<file path="config.mk">
export PLATFORM = sky130hd
export DESIGN_NAME = fifo_wr_arbiter
export DESIGN_NICKNAME = d
export VERILOG_FILES = /design/src/rtl/fifo_wr_arbiter.sv
export SDC_FILE = /design/constraint.sdc
export NUM_CORES = 1
export LEC_CHECK = 0
export ABC_AREA = 1
export CAP_MARGIN = 20
export CELL_PAD_IN_SITES_DETAIL_PLACEMENT = 2
export CELL_PAD_IN_SITES_GLOBAL_PLACEMENT = 2
export CORE_ASPECT_RATIO = 1.4
export CORE_MARGIN = 8
export CORE_UTILIZATION = 15
export CTS_CLUSTER_DIAMETER = 80
export DETAILED_ROUTE_END_ITERATION = 6
export GPL_TIMING_DRIVEN = 1
export HOLD_SLACK_MARGIN = 0.03
export PLACE_DENSITY = 0.81
export SLEW_MARGIN = 10
export SYNTH_ARGS = -nofsm -noshare
export SYNTH_HDL_FRONTEND = slang
export SYNTH_SLANG_ARGS = --single-unit
</file>
<file path="constraint.sdc">
create_clock -name clk -period 1.4 [get_ports clk]
set_input_delay 0.28 -clock clk [delete_from_list [all_inputs] [get_ports clk]]
set_output_delay 0.28 -clock clk [all_outputs]
set_load 0.01 [all_outputs]
</file>
<file path="src/rtl/fifo_wr_arbiter.sv">
`default_nettype none
// ============================================================================
//  Module   : fifo_wr_arbiter
//  Purpose  : Round-robin write arbiter that lets four requesters share one
//             8-entry FIFO write port. A winner is chosen in IDLE (one-cycle
//             bubble), then owns the port in XFER for up to BURST words.
//             Writes stall while the FIFO is full or while a valid read is
//             happening in the same cycle, because the shared FIFO drops a
//             simultaneous read and write.
//  Ports    : clk          - clock, rising edge
//             rst          - asynchronous, active-low reset
//             req[3:0]     - per-requester "din_i holds a valid word"
//             din0..din3   - requester write data (8 bits each)
//             ack[3:0]     - one-hot, din_i written on this edge
//             fifo_full    - FIFO full flag
//             fifo_empty   - FIFO empty flag
//             fifo_rd_en   - consumer read enable seen by the same FIFO
//             fifo_wr_en   - FIFO write enable
//             fifo_din     - FIFO write data (din of current owner)
//             owner[1:0]   - index of granted requester (valid while busy)
//             busy         - high while a grant is in progress (XFER)
//  Revision : 1.0 - initial release
// ============================================================================
module fifo_wr_arbiter #(
  parameter int BURST = 4  // words per grant, legal range 1..8
) (
  input  logic       clk,
  input  logic       rst,
  input  logic [3:0] req,
  input  logic [7:0] din0,
  input  logic [7:0] din1,
  input  logic [7:0] din2,
  input  logic [7:0] din3,
  output logic [3:0] ack,
  input  logic       fifo_full,
  input  logic       fifo_empty,
  input  logic       fifo_rd_en,
  output logic       fifo_wr_en,
  output logic [7:0] fifo_din,
  output logic [1:0] owner,
  output logic       busy
);

  typedef enum logic [0:0] {
    IDLE = 1'b0,
    XFER = 1'b1
  } state_t;

  // Beat index of the final word in a burst.
  localparam logic [2:0] c_last_beat = 3'(BURST - 1);

  state_t     r_state;
  logic [1:0] r_owner;
  logic [1:0] r_last;
  logic [2:0] r_beat_cnt;

  state_t     w_state_nxt;
  logic [1:0] w_owner_nxt;
  logic [1:0] w_last_nxt;
  logic [2:0] w_beat_nxt;

  logic [1:0] w_grant;
  logic       w_found;
  logic [1:0] w_idx;
  logic       w_req_own;
  logic       w_collide;
  logic       w_wr_ok;

  // Round-robin search starting one past the last owner, wrapping mod 4.
  always_comb begin
    w_grant = 2'd0;
    w_found = 1'b0;
    w_idx   = 2'd0;
    for (int k = 1; k <= 4; k++) begin
      w_idx = r_last + 2'(k);
      if (!w_found && req[w_idx]) begin
        w_grant = w_idx;
        w_found = 1'b1;
      end
    end
  end

  // The data mux follows owner at all times, even when no write is issued.
  always_comb begin
    case (r_owner)
      2'd0:    fifo_din = din0;
      2'd1:    fifo_din = din1;
      2'd2:    fifo_din = din2;
      default: fifo_din = din3;
    endcase
  end

  assign w_req_own = req[r_owner];
  // A valid read in the same cycle would make the FIFO discard the write.
  assign w_collide = fifo_rd_en & ~fifo_empty;
  assign w_wr_ok   = (r_state == XFER) & w_req_own & ~fifo_full & ~w_collide;

  assign fifo_wr_en = w_wr_ok;
  assign ack        = w_wr_ok ? (4'b0001 << r_owner) : 4'b0000;
  assign owner      = r_owner;
  assign busy       = (r_state == XFER);

  always_comb begin
    w_state_nxt = r_state;
    w_owner_nxt = r_owner;
    w_last_nxt  = r_last;
    w_beat_nxt  = r_beat_cnt;
    case (r_state)
      IDLE: begin
        if (req != 4'b0000) begin
          w_owner_nxt = w_grant;
          w_beat_nxt  = 3'd0;
          w_state_nxt = XFER;
        end
      end
      XFER: begin
        if (!w_req_own) begin
          // Owner withdrew: release the port without writing.
          w_last_nxt  = r_owner;
          w_state_nxt = IDLE;
        end else if (w_wr_ok) begin
          w_beat_nxt = r_beat_cnt + 3'd1;
          if (r_beat_cnt == c_last_beat) begin
            w_last_nxt  = r_owner;
            w_state_nxt = IDLE;
          end
        end
        // Otherwise stalled on full/collision: hold everything.
      end
      default: begin
        w_state_nxt = IDLE;
      end
    endcase
  end

  // last resets to 3 so the first arbitration favours requester 0.
  always_ff @(posedge clk or negedge rst) begin
    if (!rst) begin
      r_state    <= IDLE;
      r_owner    <= 2'd0;
      r_last     <= 2'd3;
      r_beat_cnt <= 3'd0;
    end else begin
      r_state    <= w_state_nxt;
      r_owner    <= w_owner_nxt;
      r_last     <= w_last_nxt;
      r_beat_cnt <= w_beat_nxt;
    end
  end

endmodule
`default_nettype wire

</file>
==> impl_metrics.tcl <==
set metrics [dict create \
    status "finished with violations" \
    violations "negative setup slack" \
    vias_per_cell 4.376 \
    h-tree-depth 1 \
    antennaDiodeCount 0 \
    final_cell_mix "nand2_1, clkdlybuf4s50_1, buf_4, nand2_2, buf_6" \
    synthesis.area_um2 917.1 \
    drtAntennaViolNets 0 \
    cp_max_fo 6 \
    crit_arrival_ps 1530 \
    avgRoutedWirePerCell_um 17.04 \
    swShare_pct 47.99 \
    fin_area_mm2 0.002137 \
    die-height_um 108.5 \
    power.density_mw_per_mm2 2163 \
    fin_crit_ps 1808 \
    min_path_type "input port to asynchronous set/reset pin" \
    finClkSkew_ps 1.515 \
    finalSetupViolCount 22 \
    comb_power_share_pct 82.4 \
    rsz0062_at_grt "yes" \
    cts_made_buffers 3 \
    clock_latency_ps 230 \
    p_total_mw 4.623 \
    grt_usage_pct 12.02 \
    hold_violations 0 \
    grtUsageMet2_pct 23.94 \
    drtPass1Iterations 4 \
    gp_congestion 0.7111 \
    drive_gt1_share_pct 49.62 \
    internal_power_mw 2.405 \
    initial_core_util_pct 15.53 \
    die_area_mm2 0.008908 \
    fin_util_pct 36.19 \
    grt_use_met3_pct 1.744 \
    gr-total-overflow 0 \
    finalCritPeriodShare_pct 129.2 \
    drcViolationCount 0 \
    yosysSeqAreaShare_pct 22.10 \
    cp-end-kind "primary output" \
    maxSlewHeadroom_pct 75.43 \
    wl_um 5622 \
    yosys_warnings 0 \
    fill_cells 686 \
    setup_tns_ps -6665 \
    cp-start-kind "register" \
    ir_drop_v 0.0008124 \
    placed_area_mm2 0.001807 \
    synth_cells 150 \
    dp_hpwl_um 4008 \
    clockPowerShare_pct 6.4 \
    clkSlewWorstSetupHoldPaths_ps 40 \
    fp.dieW_um 82.09 \
    multi_input_area_um2 774.5 \
    first_global_vias 1644 \
    finalMaxSlewViolations 0 \
    p_seq_share_pct 11.2 \
    grt.met1_usage_pct 11.88 \
    setup_ws_ps -408.2 \
    dp_worst_setup_slack_ps -794.2 \
    top_usage_layer "met2" \
    io_buffers 56 \
    worst_pin_slew_ps 367.3 \
    vias 1444 \
    ys_types 23 \
    grt_max_degree 9 \
    hold_buffers 0 \
    cap_violations 0 \
    synth.avg_cell_area_um2 6.114 \
    crit_required_ps 1120 \
    grt_first_pass_wirelength_um 8321 \
    synth-seq-cells 8 \
    area_growth_pct 133.0 \
    crit_start "owner[1]$_DFFE_PN0P_" \
    seqCellArea_um2 205.2 \
    path_class "register to primary output" \
    rows 33 \
    r2r-start "owner[1]$_DFFE_PN0P_" \
    clk_path_buf_depth 2 \
    drt_first_iter_violations 33 \
    fmax_mhz 553.0 \
    fin_nets 304 \
    core_region_area_mm2 0.005904 \
    p_leak_nw 1.069 \
    tritoncts "done" \
    antenna_found_initial 0 \
    worstRegToRegCells 13 \
    io_pins 57 \
    clock-sinks 8 \
    synth_nets 193 \
    final_common_cell "nand2_1" \
    clockRootBuffer "clkbuf_8" \
    switching_power_mw 2.219 \
]
-- critical path: stages, from the launching register on --
cell     delay, ps
dfrtp_2        400
inv_2           70
buf_6          120
nor2_4         100
nand2_2         90
nand3_4        130
nand2_8         80
nor3_2         130
buf_2          160
-- cell type report --
| class | instances | area share (%) |
|---|---|---|
| clock buffers | 4 | 2.108 |
| inverters | 16 | 3.044 |
| multi-input cells | 124 | 36.24 |
| flip-flops and latches | 8 | 9.602 |
| well taps | 70 | 4.098 |
| repair buffers | 108 | 44.91 |
-- synthesized netlist by cell type --
library cell	instances	area (µm²)
o21ai_0	2	10.01
nor2_4	2	22.52
buf_6	2	22.52
inv_4	1	6.260
inv_2	4	15.01
nand2_4	2	22.52
a21oi_2	2	17.52
dfstp_2	2	52.55
nor3_1	2	10.01
nor2_1	8	30.03
nor2_2	2	12.51
o22ai_2	1	12.51
ha_1	2	25.02
nand3_1	6	30.03
nand2_1	68	255.2
o21ai_2	1	8.760
nand4_1	10	62.56
nand3_2	2	20.02
inv_1	11	41.29
dfrtp_1	6	150.1
o21bai_2	1	11.26
nand2_2	11	68.82
o21ai_1	2	10.01
-- final timing paths --
| check | endpoint | slack [ps] |
|---|---|---|
| setup / recovery | ack[0] | -410 |
| max in group asynchronous | r_last[0]$_DFFE_PN1P_ | 770 |
| min in group clk | r_beat_cnt[1]$_DFFE_PN0P_ | 520 |
| hold / removal | r_beat_cnt[1]$_DFFE_PN0P_ | 330 |
| setup reg to reg | r_beat_cnt[0]$_DFFE_PN0P_ | -340 |
| hold reg to reg | r_beat_cnt[1]$_DFFE_PN0P_ | 520 |
-- through the flow --
step | std cells | hold slack, ps
CTS | 324 | 335.2
floorplan | 150 | -15.59
global placement | 307 | 495.3
finish | 330 | 326.4
global route | 330 | 354.0
detailed placement | 307 | 499.0
-- cells by family after synthesis --
group,after synthesis,share of synthesized area (%)
adders and majority gates,2,2.728
AOI/OAI and AO/OA,9,7.640
DFF,8,22.10
and+or+nand+nor,113,58.25
buffers and inverters,18,9.277
-- power by group through the flow --
stage	Combinational [mW]	Sequential (mW)	Clock [mW]
after floorplan	1.51	0.478	0
after global placement	2.95	0.503	0
after detailed placement	3.04	0.511	0
after CTS	3.43	0.508	0.312
after global routing	4.17	0.540	0.313
final	3.81	0.518	0.297
-- registers in the layout (all words and copies together) (netlist names) --
name	cells
busy	1
owner	2
r_beat_cnt	3
r_last	2
-- metal layers --
| metal | wire (µm) | vias up | part of all wire (%) |
|---|---|---|---|
| met5 | 0 | - | 0 |
| met4 | 131 | 0 | 2.3 |
| met3 | 213 | 12 | 3.8 |
| met2 | 3388 | 36 | 60 |
| met1 | 1889 | 699 | 34 |
| li1 | - | 697 | - |
-- timing repair --
action | in CTS | in global routing
resized for setup | 90 | 30
endpoints found under the setup margin | 24 | 22
pin swaps | 12 | 13
buffers inserted | 16 | 7
(Power assumes the default switching activity.)
